File: src/rtl/opl3_sample_capture_if.sv
// opl3_sample_capture_if: published left/right sample pair with valid/ready handshake.
interface opl3_sample_capture_if #(parameter int WIDTH = 16);
  logic [WIDTH-1:0] smp_left, smp_right;
  logic smp_valid, smp_ready;
  modport master (output smp_left, smp_right, smp_valid, input smp_ready);
  modport slave (input smp_left, smp_right, smp_valid, output smp_ready);
endinterface

File: src/rtl/opl3_sample_capture.sv
// opl3_sample_capture: recovers YMF262 serial audio on clk28 and publishes left/right pairs.
// Define OPL3_CAP_WDOG_EN to add the ym_dclk stall watchdog.
module opl3_sample_capture #(
  parameter int WIDTH = 16,
  parameter int SYNC_STAGES = 2,
  parameter int WDOG_CYCLES = 1024
) (
  input  logic clk28,
  input  logic n_rst,
  input  logic ym_dclk,
  input  logic [2:1] ym_smp,
  input  logic ym_data,
  input  logic clr_flags,
  opl3_sample_capture_if.master bus,
  output logic overrun,
  output logic short_frame,
  output logic sync_err,
  output logic stall
);
  localparam int CW = $clog2(WIDTH + 1);
  localparam logic [CW-1:0] FULL = CW'(WIDTH);
  typedef enum logic [1:0] {IDLE, SHIFT, DONE} cap_state_t;
  if (SYNC_STAGES < 2 || WDOG_CYCLES < 2) begin : g_bad_param
    $error("SYNC_STAGES and WDOG_CYCLES must be >= 2");
  end
  logic [3:0] sync_q [SYNC_STAGES];
  logic [3:0] s;
  logic dclk_h, ev, trip, left_fresh, fresh_now, pub;
  logic [2:1] done, short_ev, smp_last;
  cap_state_t st [1:2];
  logic [CW-1:0] cnt [1:2];
  logic [WIDTH-1:0] sr [1:2];
  logic [WIDTH-1:0] hold_l;
  // s = {data, smp[2:1], dclk}, all taken from the same synchroniser stage
  always_ff @(posedge clk28) begin
    if (!n_rst) begin
      for (int i = 0; i < SYNC_STAGES; i++) sync_q[i] <= '0;
      dclk_h <= 1'b0;
    end else begin
      sync_q[0] <= {ym_data, ym_smp, ym_dclk};
      for (int i = 1; i < SYNC_STAGES; i++) sync_q[i] <= sync_q[i-1];
      dclk_h <= s[0];
    end
  end
  assign s = sync_q[SYNC_STAGES-1];
  assign ev = s[0] & ~dclk_h;
  for (genvar c = 1; c <= 2; c++) begin : g_ch
    assign done[c] = st[c] == SHIFT && cnt[c] == FULL;
    assign short_ev[c] = ev && st[c] == SHIFT && !done[c] && !s[c];
  end
  assign fresh_now = left_fresh | done[1];
  assign pub = done[2] && fresh_now && !trip;
  always_ff @(posedge clk28) begin
    if (!n_rst) begin
      for (int c = 1; c <= 2; c++) begin
        st[c] <= IDLE;
        cnt[c] <= '0;
        sr[c] <= '0;
      end
      smp_last <= '0;
      hold_l <= '0;
      left_fresh <= 1'b0;
      bus.smp_left <= '0;
      bus.smp_right <= '0;
      bus.smp_valid <= 1'b0;
      overrun <= 1'b0;
      short_frame <= 1'b0;
      sync_err <= 1'b0;
    end else begin
      if (ev) smp_last <= s[2:1];
      for (int c = 1; c <= 2; c++) begin
        if (trip) st[c] <= IDLE;
        else if (done[c]) st[c] <= DONE;
        else if (ev && st[c] == IDLE && s[c] && !smp_last[c]) begin
          sr[c] <= {s[3], sr[c][WIDTH-1:1]};
          cnt[c] <= CW'(1);
          st[c] <= SHIFT;
        end else if (ev && st[c] == SHIFT && s[c]) begin
          sr[c] <= {s[3], sr[c][WIDTH-1:1]};
          cnt[c] <= cnt[c] + CW'(1);
        end else if (ev && st[c] != IDLE && !s[c]) st[c] <= IDLE;
      end
      if (done[1]) hold_l <= sr[1];
      left_fresh <= fresh_now && !pub && !trip;
      // right completion publishes straight from its shift register
      if (trip) begin
        bus.smp_left <= '0;
        bus.smp_right <= '0;
        bus.smp_valid <= 1'b0;
      end else if (pub) begin
        bus.smp_left <= done[1] ? sr[1] : hold_l;
        bus.smp_right <= sr[2];
        bus.smp_valid <= 1'b1;
      end else if (bus.smp_ready) bus.smp_valid <= 1'b0;
      overrun <= (pub && bus.smp_valid && !bus.smp_ready) || (overrun && !clr_flags);
      short_frame <= (|short_ev) || (short_frame && !clr_flags);
      sync_err <= (done[2] && !fresh_now) || (sync_err && !clr_flags);
    end
  end
`ifdef OPL3_CAP_WDOG_EN
  localparam int WW = $clog2(WDOG_CYCLES + 1);
  localparam logic [WW-1:0] WLIM = WW'(WDOG_CYCLES);
  logic [WW-1:0] wd;
  assign trip = !ev && wd == WLIM - WW'(1);
  always_ff @(posedge clk28) begin
    if (!n_rst) begin
      wd <= '0;
      stall <= 1'b0;
    end else begin
      wd <= ev ? '0 : (wd == WLIM ? wd : wd + WW'(1));
      stall <= !ev && (trip || stall);
    end
  end
`else
  assign trip = 1'b0;
  assign stall = 1'b0;
`endif
endmodule

File: src/flat_wrapper.sv
// flat-port wrapper written by rule: the top's interface ports become plain ports
module opl3_sample_capture_flat 
#(
  parameter int WIDTH = 16,
  parameter int SYNC_STAGES = 2,
  parameter int WDOG_CYCLES = 1024
)
  (clk28, n_rst, ym_dclk, ym_smp, ym_data, clr_flags, overrun, short_frame, sync_err, stall, bus_smp_left, bus_smp_right, bus_smp_valid, bus_smp_ready);
  opl3_sample_capture_if #(.WIDTH(WIDTH)) bus_i ();
  input  logic clk28;
  input  logic n_rst;
  input  logic ym_dclk;
  input  logic [2:1] ym_smp;
  input  logic ym_data;
  input  logic clr_flags;
  output logic overrun;
  output logic short_frame;
  output logic sync_err;
  output logic stall;
  output wire logic [$bits(bus_i.smp_left)-1:0] bus_smp_left;
  output wire logic [$bits(bus_i.smp_right)-1:0] bus_smp_right;
  output wire logic [$bits(bus_i.smp_valid)-1:0] bus_smp_valid;
  input wire logic [$bits(bus_i.smp_ready)-1:0] bus_smp_ready;
  assign bus_smp_left = bus_i.smp_left;
  assign bus_smp_right = bus_i.smp_right;
  assign bus_smp_valid = bus_i.smp_valid;
  assign bus_i.smp_ready = bus_smp_ready;
  opl3_sample_capture #(.WIDTH(WIDTH), .SYNC_STAGES(SYNC_STAGES), .WDOG_CYCLES(WDOG_CYCLES)) u_core (.clk28(clk28), .n_rst(n_rst), .ym_dclk(ym_dclk), .ym_smp(ym_smp), .ym_data(ym_data), .clr_flags(clr_flags), .bus(bus_i), .overrun(overrun), .short_frame(short_frame), .sync_err(sync_err), .stall(stall));
endmodule
File: config.mk
export PLATFORM = sky130hd
export DESIGN_NAME = opl3_sample_capture_flat
export DESIGN_NICKNAME = d
export VERILOG_FILES = /design/src/rtl/opl3_sample_capture_if.sv /design/src/rtl/opl3_sample_capture.sv /design/src/flat_wrapper.sv
export SDC_FILE = /design/constraint.sdc
export NUM_CORES = 1
export LEC_CHECK = 0
export CELL_PAD_IN_SITES_DETAIL_PLACEMENT = 0
export CELL_PAD_IN_SITES_GLOBAL_PLACEMENT = 1
export CORE_MARGIN = 4
export CORE_UTILIZATION = 38
export CTS_BUF_LIST = sky130_fd_sc_hd__clkbuf_16
export DETAILED_ROUTE_END_ITERATION = 6
export GPL_TIMING_DRIVEN = 0
export PLACE_DENSITY = 0.82
export SLEW_MARGIN = 25
export SYNTH_ARGS = -nofsm -noshare
export SYNTH_HDL_FRONTEND = slang
export SYNTH_SLANG_ARGS = --single-unit
File: constraint.sdc
create_clock -name clk28 -period 2.25 [get_ports clk28]
set_clock_uncertainty 0.1 [all_clocks]
set_input_delay 0.45 -clock clk28 [delete_from_list [all_inputs] [get_ports clk28]]
set_output_delay 0.45 -clock clk28 [all_outputs]
set_load 0.05 [all_outputs]
; ---- Word-level counts from Yosys, hierarchy flattened
; Memories as Yosys holds them, arrays and structs flattened.
; Cells that the tools add are included.
[word_totals]
reg_bits = 56
mem_bits_rw = 54
output_inout_bits = 37
word_cells = 143
n_memories = 4
[classes]
add_sub_neg = 2
n_eq_ne = 4
muxes = 57
n_bitwise = 19
n_reduce_logical = 47
[mem_list]
columns = name, words, word_bits, read_ports, rd_ports_with_merged_regs, write_ports, line
row1 = u_core.sr, 2, 16, 2, 0, 2, opl3_sample_capture.sv:32  ; logic [WIDTH-1:0] sr [1:2];
row2 = u_core.cnt, 2, 5, 2, 0, 2, opl3_sample_capture.sv:31  ; logic [CW-1:0] cnt [1:2];
row3 = u_core.sync_q, 2, 4, 2, 0, 2, opl3_sample_capture.sv:26  ; logic [3:0] sync_q [SYNC_STAGES];
row4 = u_core.st, 2, 2, 2, 0, 2, opl3_sample_capture.sv:30  ; cap_state_t st [1:2];
[op_table]
columns = cell, n
row1 = 2-to-1 mux 16 bit, 5
row2 = 2-to-1 mux 1 bit, 40
row3 = logical AND 1 bit, 28
row4 = 2-to-1 mux 5 bit, 4
row5 = bitwise OR 1 bit, 17
row6 = 2-to-1 mux 2 bit, 6
row7 = "adder 5 x 1 -> 5 bit, second input constant", 2
row8 = "equality test 5 bit, second input constant", 2
row9 = logical NOT 1 bit, 10
row10 = 2-to-1 mux 4 bit, 2
row11 = nonzero test 2 bit, 3
row12 = "equality test 2 x 1 -> 1 bit, second input constant", 2
row13 = logical NOT 2 bit, 2
row14 = logical OR 1 bit, 3
row15 = OR reduction 2 bit, 1
row16 = AND 1 bit, 1
row17 = NOT 1 bit, 1

; ---- Depth between registers and ports, before layout
; Gate-level depths: netlist (run 1).
[logic_depth]
word_depth = 11
depth_mapped = 9
depth_no_buf = 6

; ---- Worst setup path before layout (run 1)
; Ideal clock, no wire load.
[synth_timing]
path_kind = reg-to-reg
from = memory u_core.cnt[1][0] (netlist bit)
to = memory u_core.cnt[1][0] (netlist bit) (enable)
setup_ns = 0.402
t_arrival_ns = 1.758
required_ns = 1.748
setup_slack_ns = -0.011
stages_incl_launch_ff = 9
period_less_slack_ns = 2.261
path_cell_list = edfxtp_1 inv_1 ha_1 nand2b_1 or3_1 buf_2 buf_2 nand2_1 nand2_1
[synth_lines]
columns = item, line
row1 = start: declaration, opl3_sample_capture.sv:31

==> results.sh, run 1 <==
export IMPL_run_status="completed"
export IMPL_design_die_area_um2=13300
export IMPL_finalCritPeriodShare_pct=99.3
export IMPL_end_kind="flip-flop"
export IMPL_slew_headroom_pct=54.9
export IMPL_vias=2954
export IMPL_required_ns=2.27
export IMPL_pin_count=45
export IMPL_row_count=38
export IMPL_cts_tree="built"
export IMPL_numCtsBuffers=9
export IMPL_final_nets=455
export IMPL_hold_class="flip-flop to flip-flop"
export IMPL_drtIter0Drc=153
export IMPL_drive_gt1_share_pct=17.4
export IMPL_power_density_nw_per_um2=723
export IMPL_fp_dieH_um=115
export IMPL_wl_mm=9.19
export IMPL_wire_per_inst_um=15.6
export IMPL_finalHoldViolations=0
export IMPL_crit_type="flip-flop to flip-flop"
export IMPL_area_delta_synth_final_pct=26.0
export IMPL_cp_max_fo=9
export IMPL_start_util_pct=39.5
export IMPL_synth_edf_count=46
export IMPL_synth_cell_types=47
export IMPL_reg2regPathDepth=7
export IMPL_yosys_area_top_type_share_pct=31.7
export IMPL_grt_pass1_vias=2845
export IMPL_synthMostInstantiatedCell="dfxtp_1"
export IMPL_cts_num_sinks=110
export IMPL_synth_area_per_cell_um2=11.6
export IMPL_ys_top_cells_by_count="64 x dfxtp_1, 46 x edfxtp_1, 42 x nand2_1"
export IMPL_antenna_found_initial=0
export IMPL_numPortBuffers=42
export IMPL_ant_nets=0
export IMPL_synthArstFlopShare_pct=0
export IMPL_dp_hpwl_mm=5.99
export IMPL_synth_area_leaders="edfxtp_1 32%, dfxtp_1 29%, mux2i_1 7.3%, nand2_1 3.6%, and2_1 3.6%"
export IMPL_cts_root_buffer="clkbuf_16"
export IMPL_drc_errors=0
export IMPL_globalRouteTotalUtil_pct=13.9
export IMPL_slew_violations=0
export IMPL_period_minus_slack_ns=2.23
export IMPL_htree_levels=3
export IMPL_reg2reg_setup_slack_ns=0.02
export IMPL_dpl_instance_area_um2=4960
export IMPL_ys_ff_latch=110
export IMPL_synth_warnings=0
export IMPL_rsz0062_at_grt="yes"
export IMPL_via_per_inst=5.02
export IMPL_dr_pass1_iters=4
export IMPL_cp_start_kind="flip-flop"
export IMPL_n_antenna_cell=0
export IMPL_max_freq_mhz=448
export IMPL_arrival_ns=2.25
export IMPL_coreArea_um2=11000
export IMPL_grt_max_degree=22
export IMPL_cts_path_max_buffers=2
export IMPL_fin_util_pct=49.8
export IMPL_final_area_um2=5490
export IMPL_netlist_instances=377
export IMPL_hold_depth=1
export IMPL_clk_pin_slew_ns=0.07
export IMPL_finalSetupTns_ns=0
export IMPL_p_leak_uw=0.00209
export IMPL_worst_pin_slew_ns=0.676
export IMPL_vdd_drop_max_v=0.000388
export IMPL_maxCapViolCount=0
export IMPL_synth_top_area_cell="edfxtp_1"
export IMPL_clock_latency_ns=0.35
export IMPL_setup_viol=0
export IMPL_synthFlopType="dfxtp_1"
export IMPL_syn_nets=389
export IMPL_grt_overflow_total=0
export IMPL_fin_hold_ws_ns=0.338
export IMPL_grt_pass1_wl_mm=14.4
export IMPL_yosysSeqAreaShare_pct=61.0
export IMPL_syn_area_um2=4360
export IMPL_die_w_um=115
export IMPL_gp_congestion=0.790
per-layer routing:
layer | GRT usage, % | up-vias | wire length [um]
met3 | 3.37 | 11 | 354
met5 | 0 | - | 0
met2 | 22.1 | 55 | 4450
met4 | 4.93 | 0 | 135
met1 | 18.6 | 1447 | 4240
li1 | - | 1441 | -
power breakdown:
group          total [uW]  internal, uW  switching [uW]
registers            2140          2110            28.6
logic                 143          51.9            91.1
clock network        1690           987             701
total                3970          3150             821
kinds of logic after synthesis:
family / Yosys count / share of synthesized area [%]
buf+inv: 32 / 3.99
compound gates: 47 / 7.34
mux: 32 / 7.34
flops: 110 / 61.0
xor+xnor: 6 / 1.20
fa+ha+maj: 4 / 1.15
other cells: 1 / 0.0860
simple gates: 145 / 17.8
stage by stage:
stage / setup WS (ns) / std cells / total power [uW]
floorplan: 0.103 / 377 / 2260
detailed placement: -0.276 / 559 / 2310
global route: -0.0522 / 588 / 4090
finish: 0.0165 / 588 / 3970
CTS: 0.000735 / 576 / 3980
global placement: -0.231 / 559 / 2310
what timing repair did:
action / in CTS / in global routing
cloned: 0 / 3
hold buffers: 0 / 0
setup endpoints to repair: 69 / 92
setup buffers: 2 / 12
pin swaps: 0 / 5
resized for setup: 8 / 11
flip-flops by register name, summed over array words and instances, names as in the netlist, 2 cells and up:
register              flops
u_core.hold_l            16
u_core.sr                32
u_core.bus.smp_left      16
u_core.smp_last           2
u_core.cnt               10
u_core.st                 4
u_core.bus.smp_right     16
u_core.sync_q             8
final timing paths:
path / start / end
max: u_core.cnt[2][0] / u_core.sr[2][7]
min: u_core.sync_q[0][3] / u_core.sync_q[0][7]
max reg2reg: u_core.cnt[2][0] / u_core.sr[2][7]
min reg2reg: u_core.sync_q[0][3] / u_core.sync_q[0][7]
layout by cell type (no fill, tap or decap), types with 3 or more instances in the layout:
cell type and instances:
a211oi_1 16, a21oi_1 18, and2_1 25, and2_2 6, and2_4 10, buf_2 5, buf_4 15, clkbuf_1 7
clkbuf_16 13, clkdlybuf4s50_1 42, dfxtp_1 64, edfxtp_1 46, ha_1 3, inv_1 10, mux2i_1 31, nand2_1 38
nand2b_2 3, nand3_1 9, nor2_1 29, nor2b_1 3, nor4_1 3, xor2_1 4
critical path, cell delays in order, from the launching register on:
cell	delay, ns
edfxtp_1	0.45
inv_1	0.09
ha_2	0.19
nand2_4	0.07
or4_4	0.54
and3_4	0.26
clkbuf_16	0.16
and2_4	0.14
layout make-up:
cell class,instances,area (um2)
clock buffer,11,275
multi-input combinational,236,1610
timing repair buffer,58,579
tap,140,175
buffer,19,111
clock inverter,5,47.5
sequential,110,2660
inverter,9,33.8
fill,986,5540
Power figures use the tool's default switching activity.
==> run 2, diff against run 1 <==
--- a/config.mk
+++ b/config.mk
@@ -10,8 +10,8 @@
 export CORE_MARGIN = 4
 export CORE_UTILIZATION = 38
 export CTS_BUF_LIST = sky130_fd_sc_hd__clkbuf_16
+export CTS_CLUSTER_SIZE = 24
 export DETAILED_ROUTE_END_ITERATION = 6
-export GPL_TIMING_DRIVEN = 0
 export PLACE_DENSITY = 0.82
 export SLEW_MARGIN = 25
 export SYNTH_ARGS = -nofsm -noshare
==> results.sh, run 2 (same netlist as run 1, synthesis figures left out) <==
export IMPL_final_nets=433
export IMPL_reg2regPathDepth=8
export IMPL_coreArea_um2=11000
export IMPL_via_per_inst=5.00
export IMPL_area_delta_synth_final_pct=20.1
export IMPL_grt_pass1_vias=2815
export IMPL_globalRouteTotalUtil_pct=12.8
export IMPL_run_status="completed"
export IMPL_gp_congestion=0.746
export IMPL_slew_violations=0
export IMPL_ant_nets=0
export IMPL_power_density_nw_per_um2=729
export IMPL_htree_levels=3
export IMPL_fillers=1031
export IMPL_vias=2832
export IMPL_finalSetupTns_ns=0
export IMPL_hold_class="flip-flop to flip-flop"
export IMPL_max_freq_mhz=468
export IMPL_finalCritPeriodShare_pct=94.9
export IMPL_cp_start_kind="flip-flop"
export IMPL_crit_type="flip-flop to flip-flop"
export IMPL_p_leak_uw=0.00197
export IMPL_largest_register="u_core.sr"
export IMPL_cts_root_buffer="clkbuf_16"
export IMPL_wire_per_inst_um=14.3
export IMPL_clock_latency_ns=0.34
export IMPL_grt_overflow_total=0
export IMPL_finalPower_uw=3810
export IMPL_drtIter0Drc=82
export IMPL_numPortBuffers=43
export IMPL_maxCapViolCount=0
export IMPL_die_w_um=115
export IMPL_antenna_found_initial=0
export IMPL_end_kind="flip-flop"
export IMPL_cts_tree="built"
export IMPL_rsz0062_at_grt="no"
export IMPL_cp_max_fo=33
export IMPL_finalHoldViolations=0
export IMPL_cts_path_max_buffers=2
export IMPL_pin_count=45
export IMPL_cts_num_sinks=110
export IMPL_start_util_pct=39.5
export IMPL_drc_errors=0
export IMPL_instances_no_fill=566
export IMPL_mostFrequentLayoutCells="64 x dfxtp_1, 46 x edfxtp_1, 42 x clkdlybuf4s50_1"
export IMPL_numCtsBuffers=9
export IMPL_setup_viol=0
export IMPL_timing_rr_end="u_core.bus.smp_right[15]"
export IMPL_row_count=38
export IMPL_largest_register_ffs=32
export IMPL_dp_cells=550
export IMPL_grt_max_degree=39
export IMPL_arrival_ns=2.31
export IMPL_dr_pass1_iters=4
export IMPL_worst_pin_slew_ns=0.535
export IMPL_slew_headroom_pct=64.2
export IMPL_rr_startpoint="u_core.cnt[1][1]"
export IMPL_clk_pin_slew_ns=0.08
export IMPL_fp_dieH_um=115
export IMPL_min_from="u_core.sync_q[0][2]"
export IMPL_drive_gt1_share_pct=13.8
export IMPL_dp_hpwl_mm=5.42
export IMPL_reg2reg_setup_slack_ns=0.11
export IMPL_period_minus_slack_ns=2.14
export IMPL_layout_commonest_cell="dfxtp_1"
export IMPL_vdd_drop_max_v=0.000389
export IMPL_design_die_area_um2=13300
export IMPL_cts_setup_buffers=0
export IMPL_n_antenna_cell=0
export IMPL_required_ns=2.42
export IMPL_wl_mm=8.09
export IMPL_grt_pass1_wl_mm=13.6
export IMPL_hold_depth=1
export IMPL_whs_endpoint="u_core.sync_q[0][6]"
==> run 2: repair_timing <==
item / CTS / global route
endpoints found under the hold margin: 0 / 0
resized for setup: 0 / 1
endpoints found under the setup margin: 0 / 1
hold buffers: 0 / 0
==> run 2: worst max-delay path by stage <==
| stage | slack, ns | start | depth (start not counted) | endpoint |
|---|---|---|---|---|
| 6_report | 0.11 | u_core.cnt[1][1] | 8 | u_core.bus.smp_right[15] |
| 5_1_grt | 0.01 | u_core.cnt[1][1] | 8 | u_core.bus.smp_right[14] |
| 4_1_cts | 0.11 | u_core.cnt[1][1] | 8 | u_core.bus.smp_right[15] |
| 3_5_place_dp | 0.11 | u_core.st[2][1] | 4 | u_core.sr[2][15] |
| 3_3_place_gp | 0.18 | u_core.st[2][1] | 4 | u_core.sr[2][0] |
| 2_1_floorplan | 0.10 | u_core.cnt[2][0] | 7 | u_core.cnt[2][0] |
==> run 2: critical path, cell delays in order (launching register included) <==
cell      delay, ns
edfxtp_1       0.42
inv_1          0.08
ha_1           0.14
nand2b_1       0.10
or3_1          0.38
buf_4          0.21
a21oi_4        0.17
buf_12         0.24
mux2i_1        0.22
==> run 2: layer usage <==
| metal | vias up | wire length, um | global-route usage, % |
|---|---|---|---|
| met1 | 1385 | 3800 | 17.1 |
| met5 | - | 0 | 0 |
| met4 | 0 | 208 | 6.89 |
| li1 | 1390 | - | - |
| met2 | 41 | 3810 | 19.8 |
| met3 | 16 | 268 | 2.26 |
==> run 2: through the flow <==
| stage | setup WS [ns] | area, um2 | util, % | hold WS (ns) |
|---|---|---|---|---|
| 3_3_place_gp | 0.177 | 4930 | 44.7 | 0.315 |
| 2_1_floorplan | 0.103 | 4360 | - | 0.312 |
| 6_report | 0.114 | 5240 | 47.5 | 0.337 |
| 3_5_place_dp | 0.114 | 4930 | 44.7 | 0.328 |
| 5_1_grt | 0.00962 | 5240 | 47.5 | 0.365 |
| 4_1_cts | 0.106 | 5240 | 47.5 | 0.344 |
==> run 2: where the power goes <==
part | total [uW] | internal, uW | switching [uW]
logic | 124 | 43.7 | 80.1
registers | 2140 | 2110 | 25.8
clock network | 1550 | 787 | 765
total | 3810 | 2940 | 871
==> run 2: final cells by class <==
class | count | area (um2) | share of cell area, %
tap | 140 | 175 | 3.35
inverter | 9 | 33.8 | 0.645
multi-input combinational | 235 | 1530 | 29.2
clock buffer | 9 | 225 | 4.30
clock inverter | 7 | 75.1 | 1.43
sequential | 110 | 2660 | 50.8
timing repair buffer | 56 | 536 | 10.2
==> run 3, diff against run 2 <==
--- a/config.mk
+++ b/config.mk
@@ -12,7 +12,10 @@
 export CTS_BUF_LIST = sky130_fd_sc_hd__clkbuf_16
 export CTS_CLUSTER_SIZE = 24
 export DETAILED_ROUTE_END_ITERATION = 6
+export HOLD_SLACK_MARGIN = 0.15
 export PLACE_DENSITY = 0.82
+export REMOVE_ABC_BUFFERS = 1
+export SKIP_LAST_GASP = 1
 export SLEW_MARGIN = 25
 export SYNTH_ARGS = -nofsm -noshare
 export SYNTH_HDL_FRONTEND = slang
==> results.sh, run 3 (same netlist as run 1, synthesis figures left out) <==
export IMPL_row_count=38
export IMPL_fp_dieH_um=115
export IMPL_start_util_pct=39.5
export IMPL_grt_overflow_total=0
export IMPL_largest_register_ffs=32
export IMPL_final_area_um2=5270
export IMPL_timing_rr_end="u_core.sr[2][2]"
export IMPL_coreArea_um2=11000
export IMPL_run_status="completed"
export IMPL_cpPeakStageDelay_ns=0.47
export IMPL_rr_startpoint="u_core.cnt[2][0]"
export IMPL_antenna_found_initial=0
export IMPL_hold_depth=1
export IMPL_worst_pin_slew_ns=0.537
export IMPL_met2_length_mm=3.49
export IMPL_clock_latency_ns=0.35
export IMPL_fin_hold_ws_ns=0.332
export IMPL_n_antenna_cell=0
export IMPL_area_delta_synth_final_pct=20.9
export IMPL_finalHoldViolations=0
export IMPL_drive_gt1_share_pct=13.8
export IMPL_die_w_um=115
export IMPL_design_die_area_um2=13300
export IMPL_pin_count=45
export IMPL_dp_hpwl_mm=5.10
export IMPL_min_from="u_core.sync_q[0][0]"
export IMPL_rsz0062_at_grt="no"
export IMPL_p_leak_uw=0.00199
export IMPL_required_ns=2.25
export IMPL_grt_pass1_vias=2709
export IMPL_dpl_instance_area_um2=4940
export IMPL_final_nets=436
export IMPL_cp_max_fo=17
export IMPL_cpMaxStageDelayCell="or4_4"
export IMPL_reg2reg_setup_slack_ns=0.12
export IMPL_numPortBuffers=43
export IMPL_cts_path_max_buffers=2
export IMPL_finalCritPeriodShare_pct=94.5
export IMPL_slew_violations=0
export IMPL_cp_start_kind="flip-flop"
export IMPL_end_kind="flip-flop"
export IMPL_hold_class="flip-flop to flip-flop"
export IMPL_period_minus_slack_ns=2.13
export IMPL_slew_headroom_pct=64.1
export IMPL_globalRouteTotalUtil_pct=12.4
export IMPL_vias=2749
export IMPL_wl_mm=7.65
export IMPL_maxCapViolCount=0
export IMPL_cts_num_sinks=110
export IMPL_cts_root_buffer="clkbuf_16"
export IMPL_htree_levels=3
export IMPL_mostFrequentLayoutCells="64 x dfxtp_1, 46 x edfxtp_1, 42 x nand2_1, 42 x clkdlybuf4s50_1, 32 x mux2i_1"
export IMPL_gp_congestion=0.742
export IMPL_wl_met3_um=268
export IMPL_setup_viol=0
export IMPL_wire_per_inst_um=13.5
export IMPL_clk_pin_slew_ns=0.07
export IMPL_grt_pass1_wl_mm=13.0
export IMPL_max_freq_mhz=471
export IMPL_dr_pass1_iters=4
export IMPL_drtIter0Drc=156
export IMPL_drc_errors=0
export IMPL_layout_commonest_cell="dfxtp_1"
export IMPL_cts_hold_buf=0
export IMPL_via_per_inst=4.84
export IMPL_fin_util_pct=47.8
export IMPL_crit_type="flip-flop to flip-flop"
export IMPL_numCtsBuffers=9
export IMPL_wl_met1_mm=3.73
export IMPL_vdd_drop_max_v=0.000309
export IMPL_power_density_nw_per_um2=718
export IMPL_cts_tree="built"
export IMPL_worstPathCellList="inv_1 -> ha_1 -> nand2_1 -> or4_4 -> and3_2 -> and2_2"
export IMPL_finalWorstSetupSlack_ns=0.125
export IMPL_whs_endpoint="u_core.sync_q[0][4]"
export IMPL_arrival_ns=2.13
export IMPL_largest_register="u_core.sr"
export IMPL_reg2regPathDepth=6
export IMPL_ant_nets=0
export IMPL_routed_top_layer="met4"
export IMPL_grt_max_degree=38
export IMPL_finalSetupTns_ns=0
export IMPL_place_ws_ns=0.0182
==> run 3: changes by cell type in the layout (fill, tap and decap cells not counted), sizes merged <==
cell	previous run	this run
clkinvlp	0	1
inv	12	10
clkbuf	9	10
buf	14	16
bufinv	0	1
clkinv	4	3
==> run 3: how the worst max path moves through the flow <==
stage	from	endpoint	slack [ns]	cells past startpoint
2_1_floorplan	u_core.cnt[1][0]	u_core.bus.smp_right[0]	-0.33	6
3_3_place_gp	u_core.cnt[2][0]	u_core.sr[2][15]	0.07	6
3_5_place_dp	u_core.cnt[2][0]	u_core.sr[2][3]	0.02	6
4_1_cts	u_core.cnt[2][0]	u_core.sr[2][3]	0.002	6
5_1_grt	u_core.cnt[1][0]	u_core.bus.smp_right[9]	0.005	8
6_report	u_core.cnt[2][0]	u_core.sr[2][2]	0.12	6
==> run 3: final cells by class <==
cell class / count / area [um2]
Multi-Input combinational cell: 235 / 1530
Sequential cell: 110 / 2660
Clock inverter: 6 / 55.1
Tap cell: 140 / 175
Inverter: 9 / 33.8
Fill cell: 1013 / 5760
Clock buffer: 9 / 225
Timing Repair Buffer: 59 / 592
==> run 3: what timing repair did <==
action / in CTS / in global routing
buffers inserted: 0 / 2
gates resized for setup: 0 / 3
setup endpoints to repair: 0 / 47
==> run 3: metal layers <==
layer	GRT usage, %	up-vias
li1	-	1390
met1	16.4	1306
met2	18.9	39
met3	3.11	14
met4	6.42	0
met5	0	-
==> run 3: metrics by stage <==
stage | power (uW) | instances
5_1_grt | 3930 | 568
6_report | 3780 | 568
4_1_cts | 3820 | 565
3_3_place_gp | 2310 | 550
2_1_floorplan | 2250 | 354
3_5_place_dp | 2310 | 550
==> run 3: where the power goes <==
group | total [uW] | switching (uW) | internal (uW)
logic | 123 | 76.5 | 46.7
registers | 2140 | 26.8 | 2120
clock network | 1520 | 674 | 845
==> run 3: critical path, delay by kind of cell, from the launching register on <==
kind / cells / cell delay, ns
simple gates: 4 / 1.13
flops: 1 / 0.43
fa+ha+maj: 1 / 0.13
buf+inv: 1 / 0.08
